## config.mk

```make
export PLATFORM = sky130hd
export DESIGN_NAME = cipher_loader_flat
export DESIGN_NICKNAME = d
export VERILOG_FILES = /design/src/rtl/cipher_loader_if.sv /design/src/rtl/cipher_loader.sv /design/src/flat_wrapper.sv
export SDC_FILE = /design/constraint.sdc
export NUM_CORES = 1
export LEC_CHECK = 0
export ABC_AREA = 1
export CORE_UTILIZATION = 52
export DETAILED_ROUTE_END_ITERATION = 7
export GPL_ROUTABILITY_DRIVEN = 0
export PLACE_DENSITY = 0.8
export SLEW_MARGIN = 25
export SYNTH_ARGS = -nofsm -noshare
export SYNTH_HDL_FRONTEND = slang
export SYNTH_SLANG_ARGS = --single-unit
```

## constraint.sdc

```tcl
create_clock -name CLK -period 2.4 [get_ports CLK]
set_input_delay 0.48 -clock CLK [delete_from_list [all_inputs] [get_ports CLK]]
set_output_delay 0.48 -clock CLK [all_outputs]
set_load 0.02 [all_outputs]
```

## src/rtl/cipher_loader_if.sv

```systemverilog
// Serial-load bus between the link front end and the cipher loader.
// The host side drives RXD/CLEAR; the loader returns the assembled ciphertext and status.
interface cipher_loader_if #(
  parameter int ENQLEN = 10
);
  logic                  RXD;
  logic                  CLEAR;
  logic [8*ENQLEN-1:0]   CIPHER;
  logic                  READY;
  logic                  BYTE_STB;
  logic                  FRAME_ERR;
  logic [7:0]            COUNT;

  modport master (
    output RXD, CLEAR,
    input  CIPHER, READY, BYTE_STB, FRAME_ERR, COUNT
  );

  modport slave (
    input  RXD, CLEAR,
    output CIPHER, READY, BYTE_STB, FRAME_ERR, COUNT
  );
endinterface

```

## src/rtl/cipher_loader.sv

```systemverilog
// Receives ENQLEN serial bytes (idle low, start high, stop low) and packs them
// into CIPHER, first byte in the top slot, for the password-cracker decoder.
module cipher_loader #(
  parameter int ENQLEN = 10,
  parameter int CLOCK  = 650
) (
  input  logic             CLK,
  input  logic             RESET,
  cipher_loader_if.slave   bus
);

  typedef enum logic [2:0] {IDLE, START, DATA, STOP, RESYNC, DONE} state_t;

  state_t              state, state_nxt;
  logic                rx_p0, rx_p1, rx;
  logic [9:0]          presc;
  logic [3:0]          sub;
  logic [2:0]          bit_idx;
  logic [7:0]          shift;
  logic [8*ENQLEN-1:0] cipher;
  logic [7:0]          count;
  logic                byte_stb, frame_err;
  logic                clr, tick;
  logic                zero_cnt, zero_sub, shift_en, commit, set_ferr;

  assign clr  = RESET || bus.CLEAR;
  assign rx   = rx_p1;
  assign tick = (presc == 10'(CLOCK));

  // Stage p0/p1: two-flop synchroniser for the asynchronous line
  always_ff @(posedge CLK) begin
    if (clr) begin
      rx_p0 <= 1'b0;
      rx_p1 <= 1'b0;
    end else begin
      rx_p0 <= bus.RXD;
      rx_p1 <= rx_p0;
    end
  end

  always_ff @(posedge CLK) begin
    if (clr) state <= IDLE;
    else     state <= state_nxt;
  end

  always_comb begin
    state_nxt = state;
    zero_cnt  = 1'b0;
    zero_sub  = 1'b0;
    shift_en  = 1'b0;
    commit    = 1'b0;
    set_ferr  = 1'b0;
    case (state)
      IDLE: if (rx) begin
        zero_cnt  = 1'b1;
        state_nxt = START;
      end
      START: if (tick && sub == 4'd7) begin
        if (rx) begin
          zero_sub  = 1'b1;
          state_nxt = DATA;
        end else begin
          state_nxt = IDLE;
        end
      end
      DATA: if (tick && sub == 4'd15) begin
        shift_en = 1'b1;
        if (bit_idx == 3'd7) state_nxt = STOP;
      end
      STOP: if (tick && sub == 4'd15) begin
        if (!rx) begin
          commit    = 1'b1;
          state_nxt = (count + 8'd1 == 8'(ENQLEN)) ? DONE : IDLE;
        end else begin
          set_ferr  = 1'b1;
          state_nxt = RESYNC;
        end
      end
      // Any high level restarts the 16-tick quiet window
      RESYNC: begin
        if (rx) zero_sub = 1'b1;
        else if (tick && sub == 4'd15) state_nxt = IDLE;
      end
      DONE:    state_nxt = DONE;
      default: state_nxt = IDLE;
    endcase
  end

  // Bit timing: prescaler, tick sub-counter, bit index
  always_ff @(posedge CLK) begin
    if (clr) begin
      presc   <= '0;
      sub     <= '0;
      bit_idx <= '0;
    end else begin
      if (zero_cnt || tick) presc <= '0;
      else                  presc <= presc + 10'd1;
      if (zero_cnt || zero_sub) sub <= '0;
      else if (tick)            sub <= sub + 4'd1;
      if (zero_cnt)      bit_idx <= '0;
      else if (shift_en) bit_idx <= bit_idx + 3'd1;
    end
  end

  always_ff @(posedge CLK) begin
    if (shift_en) shift <= {rx, shift[7:1]};
  end

  // Commit stage: slot write, byte count, strobe and sticky framing flag
  always_ff @(posedge CLK) begin
    if (clr) begin
      cipher    <= '0;
      count     <= '0;
      byte_stb  <= 1'b0;
      frame_err <= 1'b0;
    end else begin
      byte_stb <= commit;
      if (set_ferr) frame_err <= 1'b1;
      if (commit) begin
        count <= count + 8'd1;
        for (int n = 0; n < ENQLEN; n++) begin
          if (count == 8'(n)) cipher[8*(ENQLEN-n)-1 -: 8] <= shift;
        end
      end
    end
  end

  assign bus.CIPHER    = cipher;
  assign bus.COUNT     = count;
  assign bus.BYTE_STB  = byte_stb;
  assign bus.FRAME_ERR = frame_err;
  assign bus.READY     = (state == DONE);

endmodule

```

## src/flat_wrapper.sv

```systemverilog
// flat-port wrapper written by rule: the top's interface ports become plain ports
module cipher_loader_flat 
#(
  parameter int ENQLEN = 10,
  parameter int CLOCK  = 650
)
  (CLK, RESET, bus_RXD, bus_CLEAR, bus_CIPHER, bus_READY, bus_BYTE_STB, bus_FRAME_ERR, bus_COUNT);
  cipher_loader_if #(.ENQLEN(ENQLEN)) bus_i ();
  input  logic CLK;
  input  logic RESET;
  input wire logic [$bits(bus_i.RXD)-1:0] bus_RXD;
  input wire logic [$bits(bus_i.CLEAR)-1:0] bus_CLEAR;
  output wire logic [$bits(bus_i.CIPHER)-1:0] bus_CIPHER;
  output wire logic [$bits(bus_i.READY)-1:0] bus_READY;
  output wire logic [$bits(bus_i.BYTE_STB)-1:0] bus_BYTE_STB;
  output wire logic [$bits(bus_i.FRAME_ERR)-1:0] bus_FRAME_ERR;
  output wire logic [$bits(bus_i.COUNT)-1:0] bus_COUNT;
  assign bus_i.RXD = bus_RXD;
  assign bus_i.CLEAR = bus_CLEAR;
  assign bus_CIPHER = bus_i.CIPHER;
  assign bus_READY = bus_i.READY;
  assign bus_BYTE_STB = bus_i.BYTE_STB;
  assign bus_FRAME_ERR = bus_i.FRAME_ERR;
  assign bus_COUNT = bus_i.COUNT;
  cipher_loader #(.ENQLEN(ENQLEN), .CLOCK(CLOCK)) u_core (.CLK(CLK), .RESET(RESET), .bus(bus_i));
endmodule
```

==> run metrics, run 1 <==
Core Area 9420 µm²; worst r2r dst u_core.bus.CIPHER[42]; Pwr Total 4.69 mW; CP max FO 8; Layout Nets 758; CP endpoint kind primary output; total wire length 13900 µm; Peak supply drop 0.000512 V; RSZ-0062 raised after global routing no; Worst setup SP type flip-flop; Die X-Extent 102 µm; endpoints failing setup 0; fin util 72.2%; synth cell count leaders 168 x nand2_1, 112 x dfxtp_1, 102 x a21oi_1; P&R area growth vs syn 32.0%; fraction of registers with async set/reset 0%; Worst Setup Path Type reg -> out; # IOs 95; Pre-antenna DRT Iters 7; most common cell in the netlist nand2_1; via count 4880; global-route wire length before repair 21800 µm; Yosys top cell area share 43.5%; sequential area share after synthesis 48.2%; Syn Std Cell Area 5150 µm²; Worst Path Required 1.92 ns; P per Cell Area 689 nW/µm²; initial antenna violation count 0; Slew HR 36.5%; outcome completed; Worst-Skew Late Latency 0.53 ns; Cell Rows 35; clock sinks 120; Slew Limit Fails 0; vias in the first global route 4583; height of the die 102 µm; ant diodes 0; DRC Markers 0; Iter 0 DRT Violations 307; Mapped Nets 663; GRT Resource Usage Total 27.6%; post-synth top area cell dfxtp_1; CP arrival 1.89 ns; Synth cell types 39; Initial Util 54.7%; multi-input logic area 2300 µm²; Post-Synthesis Cells 650; largest net degree at the start of global routing 95; hold path cells 2; Max-cap violations 0; Leakage 2.35 nW; number of synthesized flops with an enable pin 8; Final Non-Filler Cells 887; clock tree buffer depth 2; Final Hold Viols 0; layout cells sized above 1 10.9%; f_max 0.421 GHz; drt via density 5.50; reg2reg start u_core.presc[0]; gr ovfl total 0; Synth Register Bits 120; root buf cell clkbuf_8; CP endpoint bus_READY; Clock H-tree levels 4; Tmin final 2.37 ns; number of buffers created by CTS 17; Slew @ Worst Pin 0.953 ns; CP startpoint u_core.state[2]; Hold Crit Class reg -> reg; wire per inst 15.6 µm; R2R depth 12; input/output buffers 94; sequential cell area 2480 µm²; Setup TNS 0 ns; top_reg_cell synth dfxtp_1; Fill cells 696; clock-pin slew on the worst setup and hold paths 0.06 ns; Layout Skew 0.00761 ns; die area 10300 µm²; setup slack, reg-to-reg 0.18 ns; period utilisation layout 98.9%; Area contributors post-synth dfxtp_1 44%, nand2_1 12%, a21oi_1 9.9%; CTS tree done; YS warnings 0; Routed Antenna Nets 0; placed insts 851; syn_area_per_cell 7.92 µm²; detailed placement HPWL 8990 µm
[layout by cell type, fill, tap and decap left out, types with 9 or more instances in the layout]
cell type and instances:
a21oi_1 102, buf_4 11, clkbuf_16 16, clkdlybuf4s50_1 94, dfxtp_1 111, ha_1 9, inv_1 38, inv_2 10
nand2_1 168, nand3_1 71, nand4_1 13, nor2_1 38
[sequential cells by signal (all words and copies together), names as in the netlist, 3 cells and up]
signal	cells
u_core.sub	4
u_core.state	3
u_core.bit_idx	3
u_core.presc	10
u_core.bus.COUNT	8
u_core.shift	8
u_core.bus.CIPHER	80
[worst max-delay path, stage by stage, from the launching register on]
cell	delay, ns
dfxtp_2	0.43
inv_1	0.09
nor2_1	0.20
clkdlybuf4s50_1	0.64
[stage by stage]
stage	cell area, µm²	hold WS [ns]	setup WS (ns)
2_1_floorplan	5150	0.394	0.500
3_3_place_gp	6140	0.403	0.279
3_5_place_dp	6140	0.405	0.147
4_1_cts	6760	0.416	0.0279
5_1_grt	6800	0.446	0.00936
6_report	6800	0.419	0.0258
[report_power, final]
part	total (mW)	switching (mW)	internal [mW]	leakage, nW
sequential	2.02	0.00272	2.01	0.977
clock	2.62	0.983	1.64	0.301
combinational	0.0497	0.0381	0.0116	1.08
total	4.69	1.02	3.66	2.35
[layout make-up]
class,count,share of cell area [%]
clock inverters,14,2.72
repair buffers,106,15.3
multi-input cells,451,33.9
flip-flops and latches,120,36.5
well taps,129,2.37
clock buffers,18,6.29
inverters,49,2.89
[worst min-delay path by stage]
stage	start	to
finish	u_core.rx_p0	u_core.rx
global route	u_core.rx_p0	u_core.rx
CTS	u_core.rx_p0	u_core.rx
detailed placement	u_core.rx_p0	u_core.rx
global placement	u_core.rx_p0	u_core.rx
floorplan	u_core.rx_p0	u_core.rx
[timing repair]
item,in CTS,in global routing
setup buffers,0,4
setup endpoints to repair,1,67
hold buffers,0,0
gates resized for setup,1,3
gates cloned,0,0
endpoints found under the hold margin,0,0
pin swaps,0,1
[per-layer routing]
| layer | global-route usage [%] | part of all wire (%) | up-vias |
|---|---|---|---|
| met5 | 0 | 0 | - |
| li1 | - | - | 2358 |
| met4 | 13.5 | 2.6 | 0 |
| met1 | 32.6 | 41 | 2270 |
| met2 | 46.6 | 50 | 211 |
| met3 | 7.32 | 7.1 | 41 |
[logic make-up after synthesis]
kind of cell / count (synthesis) / synth area share (%)
AOI/OAI and AO/OA: 110 / 10.9
adders and majority gates: 9 / 2.19
DFF: 120 / 48.2
and+or+nand+nor: 330 / 31.2
xor gates and xnor gates: 2 / 0.340
buffers and inverters: 79 / 7.19
(Power assumes the default switching activity.)
==> run 2, diff against run 1 <==
--- a/config.mk
+++ b/config.mk
@@ -9,7 +9,7 @@
 export CORE_UTILIZATION = 52
 export DETAILED_ROUTE_END_ITERATION = 7
 export GPL_ROUTABILITY_DRIVEN = 0
-export PLACE_DENSITY = 0.8
+export PLACE_DENSITY = 0.83
 export SLEW_MARGIN = 25
 export SYNTH_ARGS = -nofsm -noshare
 export SYNTH_HDL_FRONTEND = slang
==> run 2 against run 1 <==
First-iteration DRC count rose by 11%. Maximum frequency rose by 2.8%. Sequential share of layout area rose by 0.35 points. Largest cell class unchanged. Flip-flop and latch count did not move. Wire length fell by 2.8%. Global-route usage fell by 0.65 points. Non-clock buffer count fell by 3. Core utilization fell by 0.69 points. Total power fell by 3.2%. Design area fell by 0.96%. Clock power fell by 6%. Worst hold slack improved by 0.0085 ns. Highest routed layer unchanged.
==> run metrics, run 2 (synthesis gave the netlist of run 1 again) <==
R2R depth 11; worst setup margin 0.0906 ns; P per Cell Area 674 nW/µm²; Pre-antenna DRT Iters 7; layout cells sized above 1 10.5%; M1 GR Usage 31.8%; outcome completed; max reg flops 80; clock-pin slew on the worst setup and hold paths 0.06 ns; Hold Crit Class reg -> reg; number of buffers created by CTS 17; CP arrival 1.83 ns; wire per inst 15.3 µm; Iter 0 DRT Violations 342; M2 GR Usage 45.6%; Cell Rows 35; CP peak stage delay 0.63 ns; Hold Path Sink u_core.rx; P&R area growth vs syn 30.8%; CP max-delay cell clkdlybuf4s50_1; CP max FO 8; Max-cap violations 0; clock sinks 120; leading cell types in the layout, fill and taps excluded 168 x nand2_1, 111 x dfxtp_1, 102 x a21oi_1, 94 x clkdlybuf4s50_1, 72 x nand3_1; Slew @ Worst Pin 0.970 ns; input/output buffers 94; Cell Chain, Critical Path inv_1 -> nor2_1 -> clkdlybuf4s50_1; Die X-Extent 102 µm; worst slack, placed 0.165 ns; total wire length 13500 µm; DRC Markers 0; reg2reg start u_core.presc[0]; Initial Util 54.7%; ant diodes 0; initial antenna violation count 0; Final Hold Viols 0; gr ovfl total 0; # IOs 95; RSZ-0062 raised after global routing no; Peak supply drop 0.000576 V; Slew Limit Fails 0; hold path cells 2; setup slack, reg-to-reg 0.22 ns; Worst Path Required 1.92 ns; Tmin final 2.31 ns; root buf cell clkbuf_8; drt via density 5.55; clock tree buffer depth 2; worst r2r dst u_core.bus.CIPHER[15]; via count 4907; Pwr Total 4.54 mW; Worst Setup Path Type reg -> out; endpoints failing setup 0; vias in the first global route 4520; height of the die 102 µm; Leakage 2.32 nW; Routed Antenna Nets 0; Hold Startpoint u_core.rx_p0; Layout Skew 0.00739 ns; met3 Usage GRT 6.97%; Layout Nets 755; Setup TNS 0 ns; Slew HR 35.3%; commonest non-fill, non-tap cell in the layout nand2_1; f_max 0.433 GHz; Worst-Skew Late Latency 0.52 ns; period utilisation layout 96.2%; global-route wire length before repair 21400 µm; largest net degree at the start of global routing 95; fin util 71.5%; CTS tree done; Worst setup SP type flip-flop; CP endpoint kind primary output; Clock H-tree levels 4; detailed placement HPWL 8820 µm; global routing's busiest layer met2; Fill cells 672; GRT Resource Usage Total 27.0%; die area 10300 µm²; Core Area 9420 µm²
-- run 2: cell types whose count changed in the layout (fill, tap and decap cells not counted), sizes merged --
cell,previous run,this run
clkbuf,18,19
clkinvlp,1,2
buf,12,9
bufinv,3,2
inv,56,54
clkinv,3,4
-- run 2: cell type report --
type | instances | area, µm² | area share, %
clock buffers | 19 | 442 | 6.56
multi-input cells | 451 | 2300 | 34.1
well taps | 129 | 161 | 2.40
clock inverters | 13 | 141 | 2.10
flip-flops and latches | 120 | 2480 | 36.9
repair buffers | 103 | 1020 | 15.2
inverters | 49 | 189 | 2.81
-- run 2: report_power, final --
group	total [mW]	internal [mW]	leakage [nW]	switching (mW)
sequential	2.02	2.01	0.977	0.00265
clock	2.47	1.54	0.286	0.930
combinational	0.0494	0.0114	1.06	0.0380
-- run 2: critical path: cells and delay by family, from the launching register on --
kind	cells	cell delay, ns
buffers and inverters	2	0.71
flip-flops	1	0.43
AND/OR/NAND/NOR	1	0.17
-- run 2: what timing repair did --
| action | CTS | global route |
|---|---|---|
| hold buffers | 0 | 0 |
| buffers inserted | 0 | 0 |
| setup endpoints to repair | 1 | 0 |
| resized for setup | 1 | 0 |
-- run 2: routing by layer --
layer	wire, µm	vias to the layer above
met2	6700	221
met3	985	35
met4	355	0
met5	0	-
li1	-	2349
met1	5440	2302
-- run 2: how the worst max path moves through the flow --
stage,from,endpoint,slack [ns],cells after the start
floorplan,u_core.presc[0],u_core.shift[0],0.50,6
finish,u_core.state[2],bus_READY,0.09,3
CTS,u_core.state[2],bus_READY,0.08,3
detailed placement,bus_CLEAR,u_core.presc[9],0.16,9
global placement,bus_CLEAR,u_core.presc[9],0.30,9
global route,u_core.state[2],bus_READY,0.04,3
-- run 2: stage by stage --
stage	hold slack, ns	instances	area, µm²
6_report	0.428	884	6740
5_1_grt	0.441	884	6740
3_5_place_dp	0.400	852	6150
4_1_cts	0.426	884	6740
2_1_floorplan	0.394	650	5150
3_3_place_gp	0.402	852	6150
==> run 3, diff against run 2 <==
--- a/config.mk
+++ b/config.mk
@@ -5,8 +5,7 @@
 export SDC_FILE = /design/constraint.sdc
 export NUM_CORES = 1
 export LEC_CHECK = 0
-export ABC_AREA = 1
-export CORE_UTILIZATION = 52
+export CORE_UTILIZATION = 51
 export DETAILED_ROUTE_END_ITERATION = 7
 export GPL_ROUTABILITY_DRIVEN = 0
 export PLACE_DENSITY = 0.83
==> constraint.sdc (replaced) <==
create_clock -name CLK -period 2.4 [get_ports CLK]
set_input_delay 0.36 -clock CLK [delete_from_list [all_inputs] [get_ports CLK]]
set_output_delay 0.36 -clock CLK [all_outputs]
set_load 0.02 [all_outputs]
==> run 3 against run 2 <==
Flip-flop and latch count unchanged. Register-to-register slack got worse by 0.22 ns. Global-route usage decreased by 0.80 points. Synthesized area decreased by 7.1%.
==> run metrics, run 3 <==
Iter 0 DRT Violations 255; sequential area share after synthesis 51.9%; RSZ-0062 raised after global routing yes; clock tree buffer depth 2; die area 9770 µm²; Cell Rows 34; drt via density 5.59; switching part of the total 20.4%; Post-Synthesis Cells 510; Layout Nets 619; outcome completed; clock share of power 56.4%; leading cell types in the layout, fill and taps excluded 112 x dfxtp_1, 94 x clkdlybuf4s50_1, 80 x nor2_1, 76 x nand2_1, 51 x mux2i_1; Core Area 8890 µm²; period utilisation layout 100%; CP max FO 15; max reg flops 80; DRC Markers 0; fin util 73.7%; Routed Antenna Nets 0; Reg power frac 42.5%; Tmin final 2.40 ns; Max-cap violations 0; gr ovfl total 0; most common cell in the netlist dfxtp_1; endpoints failing setup 0; worst r2r dst u_core.bus.CIPHER[40]; Pwr Total 4.75 mW; wire per inst 17.1 µm; Worst-Skew Late Latency 0.51 ns; worst setup margin 0.0000338 ns; root buf cell clkbuf_8; fraction of registers with async set/reset 0%; Fill cells 595; Hold WS 0.419 ns; Die X-Extent 98.9 µm; Pre-antenna DRT Iters 4; Area contributors post-synth dfxtp_1 47%, mux2i_1 11%, nor2_1 6.3%; Hold Startpoint bus_RXD; Slew Limit Fails 0; number of buffers created by CTS 17; synth cell count leaders 112 x dfxtp_1, 80 x nor2_1, 76 x nand2_1; Mapped Nets 523; Syn Std Cell Area 4780 µm²; Worst Setup Path Type reg -> reg; P&R area growth vs syn 36.9%; Pint 3.78 mW; layout cells sized above 1 10.7%; commonest non-fill, non-tap cell in the layout dfxtp_1; Comb power frac 1.1%; Hold Crit Class in -> reg; post-synth top area cell dfxtp_1; Synth cell types 41; top_reg_cell synth dfxtp_1; # hold bufs at CTS 0; Hold Path Sink u_core.rx_p0; P per Cell Area 725 nW/µm²; largest net degree at the start of global routing 38; Initial Util 53.8%; CP endpoint kind flip-flop; Slew HR 60.1%; f_max 0.417 GHz; CP arrival 2.78 ns; setup slack, reg-to-reg 0.00003 ns; Post-DP Area 5860 µm²; clock-pin slew on the worst setup and hold paths 0.06 ns; CTS tree done; number of synthesized flops with an enable pin 8; Leakage 2.66 nW; placed insts 693; GRT Resource Usage Total 26.2%; Worst setup SP type flip-flop; sw power 968 µW; Final Hold Viols 0; detailed placement HPWL 7970 µm; ant diodes 0; reg2reg start u_core.presc[2]; Post-Layout Inst Area 6550 µm²; hold path cells 2; Yosys top cell area share 46.9%; worst slack, placed 0.0473 ns; YS warnings 0; global-route wire length before repair 20000 µm; R2R depth 6; multi-input logic area 2210 µm²; initial antenna violation count 0; height of the die 98.9 µm; syn_area_per_cell 9.38 µm²; total wire length 12500 µm; Peak supply drop 0.000567 V; Worst Path Required 2.78 ns; Final Non-Filler Cells 726; Slew @ Worst Pin 0.599 ns; via count 4061; sequential cell area 2480 µm²; input/output buffers 94; Layout Skew 0.00654 ns; Clock H-tree levels 4; Setup TNS 0 ns; clock sinks 120; vias in the first global route 3983; Synth Register Bits 120; # IOs 95
## run 3: changes by cell type after synthesis, moves of 5 or more
| cell | previous run | this run |
|---|---|---|
| a21oi_1 | 102 | 37 |
| nor2_1 | 38 | 80 |
| nand2_1 | 168 | 76 |
| clkbuf_1 | 10 | 27 |
| nand4_2 | 1 | 6 |
| clkbuf_2 | 8 | 0 |
| xor2_1 | 2 | 10 |
| inv_2 | 9 | 0 |
| nand2_4 | 6 | 0 |
| mux2i_1 | 0 | 51 |
| inv_1 | 39 | 6 |
| nand3_1 | 72 | 11 |
| and4_1 | 0 | 7 |
| xnor2_1 | 0 | 10 |
## run 3: worst max-delay path: stages (launching register included)
cell	delay [ns]
dfxtp_1	0.37
or4b_4	0.60
nor4_4	0.28
buf_4	0.29
nand4_2	0.37
mux2i_1	0.28
nor2_1	0.08
## run 3: repair_timing
item                       CTS  global route
buffers inserted             0             2
resized for setup            0             8
setup endpoints to repair    0            63
## run 3: worst max-delay path by stage
stage / from / to / slack (ns) / cells past startpoint
final: u_core.presc[2] / u_core.bus.CIPHER[40] / 0.00003 / 6
after global routing: u_core.presc[2] / u_core.bus.CIPHER[14] / -0.13 / 6
after CTS: u_core.presc[2] / u_core.bus.CIPHER[4] / 0.005 / 6
after detailed placement: u_core.presc[2] / u_core.bus.COUNT[5] / 0.05 / 5
after global placement: u_core.presc[2] / u_core.bus.COUNT[5] / 0.11 / 5
after floorplan: u_core.presc[2] / u_core.shift[0] / 0.04 / 6
## run 3: final cells by class
| class | instances | share of cell area, % |
|---|---|---|
| well taps | 108 | 2.06 |
| repair buffers | 110 | 16.4 |
| clock buffers | 18 | 6.70 |
| clock inverters | 13 | 2.94 |
| inverters | 6 | 0.344 |
| flip-flops and latches | 120 | 37.9 |
| multi-input cells | 351 | 33.7 |
## run 3: kinds of logic (layout without fill, tap and decap cells)
logic type / count (synthesis) / after routing / share of synthesized area, %
AO/OA/AOI/OAI: 51 / 51 / 5.99
XOR/XNOR: 20 / 20 / 3.66
AND/OR/NAND/NOR: 220 / 220 / 22.2
buffers and inverters: 39 / 147 / 3.27
flip-flops: 120 / 120 / 51.9
multiplexers: 51 / 51 / 10.7
adder cells (fa/ha/maj): 9 / 9 / 2.35
## run 3: metal layers
| layer | GRT usage [%] | routed length (µm) | share of wire (%) |
|---|---|---|---|
| met1 | 30.8 | 5190 | 42 |
| met3 | 6.38 | 731 | 5.9 |
| met2 | 46.5 | 6360 | 51 |
| met4 | 8.84 | 168 | 1.3 |
| met5 | 0 | 0 | 0 |
## run 3: power by group through the flow
stage / sequential, mW / clock, mW / combinational, mW
detailed placement: 2.06 / 0 / 0.0508
CTS: 2.02 / 2.70 / 0.0514
global placement: 2.06 / 0 / 0.0499
finish: 2.02 / 2.68 / 0.0515
floorplan: 2.06 / 0 / 0.0328
global route: 2.02 / 2.81 / 0.0556
